`src/rtl/vgpr_collect_pkg.sv`:
```
// Shared definitions for the VGPR operand collector: FSM encoding and default widths.
// Optional forwarding of snooped writes is enabled by defining VGPR_COLLECT_BYPASS_EN.
package vgpr_collect_pkg;

   localparam int ADDR_W_DEF = 10;
   localparam int DATA_W_DEF = 32;
   localparam int TAG_W_DEF  = 6;
   localparam int NUM_SRC    = 3;

   typedef enum logic [1:0] {
      ST_IDLE  = 2'd0,
      ST_READ  = 2'd1,
      ST_WAIT  = 2'd2,
      ST_VALID = 2'd3
   } state_e;

endpackage

```
`src/rtl/vgpr_collect_slot.sv`:
```
// One source operand lane: enable/address latch, RF read address, optional write bypass, capture.
// Forwarding logic exists only when VGPR_COLLECT_BYPASS_EN is defined.
module vgpr_collect_slot
   import vgpr_collect_pkg::*;
#(
   parameter int ADDR_W = ADDR_W_DEF,
   parameter int DATA_W = DATA_W_DEF
) (
   input  logic              clk,
   input  logic              rst,
   input  logic              load,
   input  logic              load_en,
   input  logic [ADDR_W-1:0] load_addr,
   input  logic              read_phase,
   input  logic              wait_phase,
   input  logic              wr_active,
   input  logic [ADDR_W-1:0] wr_addr,
   input  logic [DATA_W-1:0] wr_data,
   input  logic [DATA_W-1:0] rd_data,
   output logic [ADDR_W-1:0] rd_addr,
   output logic [DATA_W-1:0] data
);

   logic              en;
   logic [DATA_W-1:0] capture_val;

`ifdef VGPR_COLLECT_BYPASS_EN
   logic              wr_hit;
   logic              pend_v;
   logic [DATA_W-1:0] pend_d;

   // rd_addr doubles as the latched source address while the lane is enabled.
   assign wr_hit = en && wr_active && (wr_addr == rd_addr);

   // NOTE: every always_comb output gets a default first so no latch is inferred.
   always_comb begin
      capture_val = rd_data;
      if (!en)
         capture_val = '0;
      else if (wr_hit)
         capture_val = wr_data;
      else if (pend_v)
         capture_val = pend_d;
   end

   always_ff @(posedge clk or negedge rst) begin
      if (!rst) begin
         pend_v <= 1'b0;
         pend_d <= '0;
      end else if (load) begin
         pend_v <= 1'b0;
      end else if (read_phase && wr_hit) begin
         pend_v <= 1'b1;
         pend_d <= wr_data;
      end
   end
`else
   logic unused_snoop;
   assign unused_snoop = ^{wr_active, wr_addr, wr_data, read_phase};
   assign capture_val  = en ? rd_data : '0;
`endif

   // NOTE: sequential state uses non-blocking assignments so all registers update together.
   always_ff @(posedge clk or negedge rst) begin
      if (!rst) begin
         en      <= 1'b0;
         rd_addr <= '0;
         data    <= '0;
      end else begin
         if (load) begin
            en      <= load_en;
            rd_addr <= load_en ? load_addr : '0;
         end
         if (wait_phase)
            data <= capture_val;
      end
   end

endmodule

```
`src/rtl/vgpr_operand_collector.sv`:
```
// Collects up to three VGPR source operands per request and presents them with the tag.
// Define VGPR_COLLECT_BYPASS_EN to forward snooped writes that land during READ/WAIT.
module vgpr_operand_collector
   import vgpr_collect_pkg::*;
#(
   parameter int ADDR_W = ADDR_W_DEF,
   parameter int DATA_W = DATA_W_DEF,
   parameter int TAG_W  = TAG_W_DEF
) (
   input  logic              clk,
   input  logic              rst,
   input  logic              req_valid,
   output logic              req_ready,
   input  logic [TAG_W-1:0]  req_tag,
   input  logic [2:0]        req_src_en,
   input  logic [ADDR_W-1:0] req_src0_addr,
   input  logic [ADDR_W-1:0] req_src1_addr,
   input  logic [ADDR_W-1:0] req_src2_addr,
   output logic [ADDR_W-1:0] rf_rd0_addr,
   output logic [ADDR_W-1:0] rf_rd1_addr,
   output logic [ADDR_W-1:0] rf_rd2_addr,
   input  logic [DATA_W-1:0] rf_rd0_data,
   input  logic [DATA_W-1:0] rf_rd1_data,
   input  logic [DATA_W-1:0] rf_rd2_data,
   input  logic [ADDR_W-1:0] rf_wr0_addr,
   input  logic [3:0]        rf_wr0_en,
   input  logic [DATA_W-1:0] rf_wr0_data,
   output logic              out_valid,
   input  logic              out_ready,
   output logic [TAG_W-1:0]  out_tag,
   output logic [DATA_W-1:0] out_src0_data,
   output logic [DATA_W-1:0] out_src1_data,
   output logic [DATA_W-1:0] out_src2_data
);

   state_e state, state_next;
   logic   accept;
   logic   wr_active;
   logic [TAG_W-1:0] tag_q;

   logic [NUM_SRC-1:0][ADDR_W-1:0] src_addr, rd_addr;
   logic [NUM_SRC-1:0][DATA_W-1:0] rd_data, slot_data;

   assign req_ready = (state == ST_IDLE) || ((state == ST_VALID) && out_ready);
   assign accept    = req_valid && req_ready;
   assign out_valid = (state == ST_VALID);
   assign wr_active = |rf_wr0_en;

   assign src_addr = {req_src2_addr, req_src1_addr, req_src0_addr};
   assign rd_data  = {rf_rd2_data, rf_rd1_data, rf_rd0_data};
   assign {rf_rd2_addr, rf_rd1_addr, rf_rd0_addr}       = rd_addr;
   assign {out_src2_data, out_src1_data, out_src0_data} = slot_data;

   always_comb begin
      state_next = state;
      case (state)
         ST_IDLE:  if (accept) state_next = ST_READ;
         ST_READ:  state_next = ST_WAIT;
         ST_WAIT:  state_next = ST_VALID;
         ST_VALID: if (out_ready) state_next = req_valid ? ST_READ : ST_IDLE;
         default:  state_next = ST_IDLE;
      endcase
   end

   always_ff @(posedge clk or negedge rst) begin
      if (!rst)
         state <= ST_IDLE;
      else
         state <= state_next;
   end

   always_ff @(posedge clk or negedge rst) begin
      if (!rst) begin
         tag_q   <= '0;
         out_tag <= '0;
      end else begin
         if (accept)
            tag_q <= req_tag;
         if (state == ST_WAIT)
            out_tag <= tag_q;
      end
   end

   for (genvar i = 0; i < NUM_SRC; i++) begin : g_slot
      vgpr_collect_slot #(
         .ADDR_W (ADDR_W),
         .DATA_W (DATA_W)
      ) u_slot (
         .clk        (clk),
         .rst        (rst),
         .load       (accept),
         .load_en    (req_src_en[i]),
         .load_addr  (src_addr[i]),
         .read_phase (state == ST_READ),
         .wait_phase (state == ST_WAIT),
         .wr_active  (wr_active),
         .wr_addr    (rf_wr0_addr),
         .wr_data    (rf_wr0_data),
         .rd_data    (rd_data[i]),
         .rd_addr    (rd_addr[i]),
         .data       (slot_data[i])
      );
   end

endmodule

```
`config.mk`:
```
export PLATFORM = sky130hd
export DESIGN_NAME = vgpr_operand_collector
export DESIGN_NICKNAME = d
export VERILOG_FILES = /design/src/rtl/vgpr_collect_pkg.sv /design/src/rtl/vgpr_collect_slot.sv /design/src/rtl/vgpr_operand_collector.sv
export SDC_FILE = /design/constraint.sdc
export NUM_CORES = 1
export LEC_CHECK = 0
export BUFFER_PORTS_ARGS = -buffer_cell sky130_fd_sc_hd__buf_2
export CORE_UTILIZATION = 43
export CTS_CLUSTER_DIAMETER = 150
export CTS_CLUSTER_SIZE = 10
export DETAILED_ROUTE_END_ITERATION = 7
export PLACE_DENSITY_LB_ADDON = 0.2
export SLEW_MARGIN = 20
export SYNTH_ARGS = -nofsm -noshare
export SYNTH_HDL_FRONTEND = slang
export SYNTH_HIERARCHICAL = 1
export SYNTH_SLANG_ARGS = --single-unit
```
`constraint.sdc`:
```
create_clock -name clk -period 1.45 [get_ports clk]
set_input_delay 0.29 -clock clk [delete_from_list [all_inputs] [get_ports clk]]
set_output_delay 0.29 -clock clk [all_outputs]
set_load 0.05 [all_outputs]
```
==> key figures <==
Setup path
  • Worst EP required: 1.16 ns
  • Worst setup SP type: flop
  • CP endpoint kind: output pin
  • Worst R2R End: g_slot[0].u_slot/rd_addr[1]
  • Crit Path Class: reg -> out
  • Worst R2R Setup Slack: -0.23 ns
  • Crit path max fanout: 3
  • RR Startpoint: state[0]
  • Worst EP arrival: roughly 1.4 ns
  • R2R depth: 10

Power and ir drop
  • P_leak: between 0.004 and 0.005 uW
  • Worst-case vdd ir drop: 0.00146 V
  • Power density over the cells: roughly 2600 nW/um^2

Synth
  • Syn. warnings: 6
  • Avg Inst Size Synth: about 12 sq um
  • Netlist Area Pre-Place: 6910 sq um
  • Synthesized netlist cell count: slightly below 600
  • Synthesized Nets: 787

Placed design
  • Hpwl dp: 11.9 mm
  • Placed insts: 1,075
  • Post-placement cell area: 8590 sq um
  • PortBufs: 272
  • Routability Congestion: 0.771

Clocking
  • TritonCTS clock tree: done
  • H-Tree Depth: 4
  • Maximum buffer depth of the clock tree: 2
  • Clock sink count: 143
  • Cts bufs inserted: 17
  • Clock transition at path regs: 0.06 ns
  • Clock root cell: clkbuf_16
  • Clk_lat worst skew: 0.41 ns

Timing
  • Least-Margin Pin Slew: between 0.4 and 0.5 ns
  • Max_slew headroom: 71.6%
  • Final Slew Violations: 0
  • Fin crit share: 118%
  • Final WS setup: -0.262 ns
  • Crit path time final: 1.71 ns
  • RSZ-0062 raised after global routing: yes
  • Hold Vio Cnt, Final: 0
  • Finish-stage setup viols: 123
  • Max Fclk: 584 MHz
  • Skew final: 0.00648 ns

Global route
  • Met1 usage: 24.4%
  • Grt met3 use: 6.07%
  • Wire length of the first global-routing pass: 26.4 mm
  • Grt total ovfl: 0
  • Met2 GRT Util: a little over a third
  • Most Crowded Layer GR: met2
  • Vias in the first global route: 5,406
  • Initial antenna violation count: 1
  • Total GRT Usage: 20.6%
  • Pin count of the biggest net entering global routing: 37

Route
  • Final antenna-violating net count: 0
  • Routed len/inst: 16.1 um
  • Drt initial violations: 213
  • Drt pass-1 iters: 4
  • Via count: 5,440
  • Drt total wl: 18.3 mm
  • DRC Markers: 0
  • Vias per cell: 4.79

Floorplan
  • I/O pins: 319
  • Die X: 129 um
  • Die height: about 130 um
  • Die area: around 17,000 sq um
  • Row count: 45
  • Initial core utilization: about 45%
  • Core area: 15,400 sq um

Worst hold path
  • WHS Endpoint: g_slot[1].u_slot/data[28]
  • Worst Hold Class: in -> reg
  • Hold Path Stages: 3
  • Hold Path Origin: rf_rd1_data[28]

Finish
  • Proportion of layout cells with a drive suffix above 1: 67.1%
  • Fin cells: 1,135
  • Design area: 10,300 sq um
  • # diodes: 0
  • Final #Nets: 1,101
  • Layout overhead on the synthesized area: 48.5%

Status
  • Violated checks: negative setup slack
  • Outcome: finished with violations

Run
  • Max-cap viol count: 0
## per-stage QoR
| stage | setup WS, ns | hold WS [ns] | util (%) | power, uW | TNS, ns |
|---|---|---|---|---|---|
| floorplan | -0.156 | -0.00559 | - | 17100 | -5.18 |
| global placement | -0.171 | 0.238 | 55.7 | 19400 | -4.21 |
| detailed placement | -0.264 | 0.241 | 55.7 | 19700 | -7.00 |
| CTS | -0.293 | 0.0860 | 60.9 | 24800 | -6.28 |
| global route | -0.314 | 0.0904 | 66.5 | 28200 | -15.29 |
| finish | -0.262 | 0.107 | 66.5 | 26800 | -8.39 |
## state kept, by name (all words and copies together), names as in the netlist
name                   flops
g_slot.u_slot/rd_addr     30
state                      2
g_slot.u_slot/data        96
out_tag                    6
tag_q                      6
g_slot.u_slot/en           3
## layer usage
layer / wire length, um / vias to the layer above
li1: - / 2582
met1: 7140 / 2644
met2: 9650 / 183
met3: 1140 / 29
met4: 314 / 2
met5: 13 / -
## critical path: stages, from the launching register on
cell and delay [ns]:
dfrtp_2 0.41, inv_2 0.07, ha_4 0.16, a21o_4 0.21, buf_8 0.15
## timing repair
item | CTS | global route
pin swaps | 1 | 46
gates cloned | 4 | 14
hold buffers | 1 | 0
endpoints found under the hold margin | 30 | 0
setup buffers | 1 | 9
gates resized for setup | 12 | 103
endpoints found under the setup margin | 61 | 77
## report_power, final
group	internal [uW]	switching [uW]	total [uW]
Sequential	5530	914	6450
Clock	2800	1680	4480
Combinational	5680	10200	15900
Total	14000	12800	26800
## placed cells by master, fill, tap and decap left out, drive strengths merged, types with 2 or more instances in the layout
cell type and n:
inv 129, dfrtp 143, buf 325, nand3 126, nand2 2, o21ai 126
bufinv 3, clkinv 3, clkinvlp 7, mux2 16, clkbuf 30, ha 5
## worst max-delay path by stage
stage / startpoint / endpoint / slack, ns / cells after the start
global route: state[1] / req_ready / -0.31 / 4
CTS: state[1] / req_ready / -0.29 / 4
floorplan: state[1] / g_slot[0].u_slot/en / -0.16 / 6
global placement: state[0] / g_slot[2].u_slot/rd_addr[5] / -0.17 / 7
finish: state[0] / req_ready / -0.26 / 4
detailed placement: state[0] / g_slot[2].u_slot/rd_addr[9] / -0.26 / 7
## final cells by class
| class | count | area [sq um] |
|---|---|---|
| Fill cell | 1227 | 5170 |
| Sequential cell | 143 | 3580 |
| Multi-Input combinational cell | 282 | 2810 |
| Timing Repair Buffer | 338 | 2500 |
| Inverter | 129 | 488 |
| Clock buffer | 19 | 453 |
| Tap cell | 211 | 264 |
| Clock inverter | 13 | 163 |
Power figures use the tool's default switching activity.
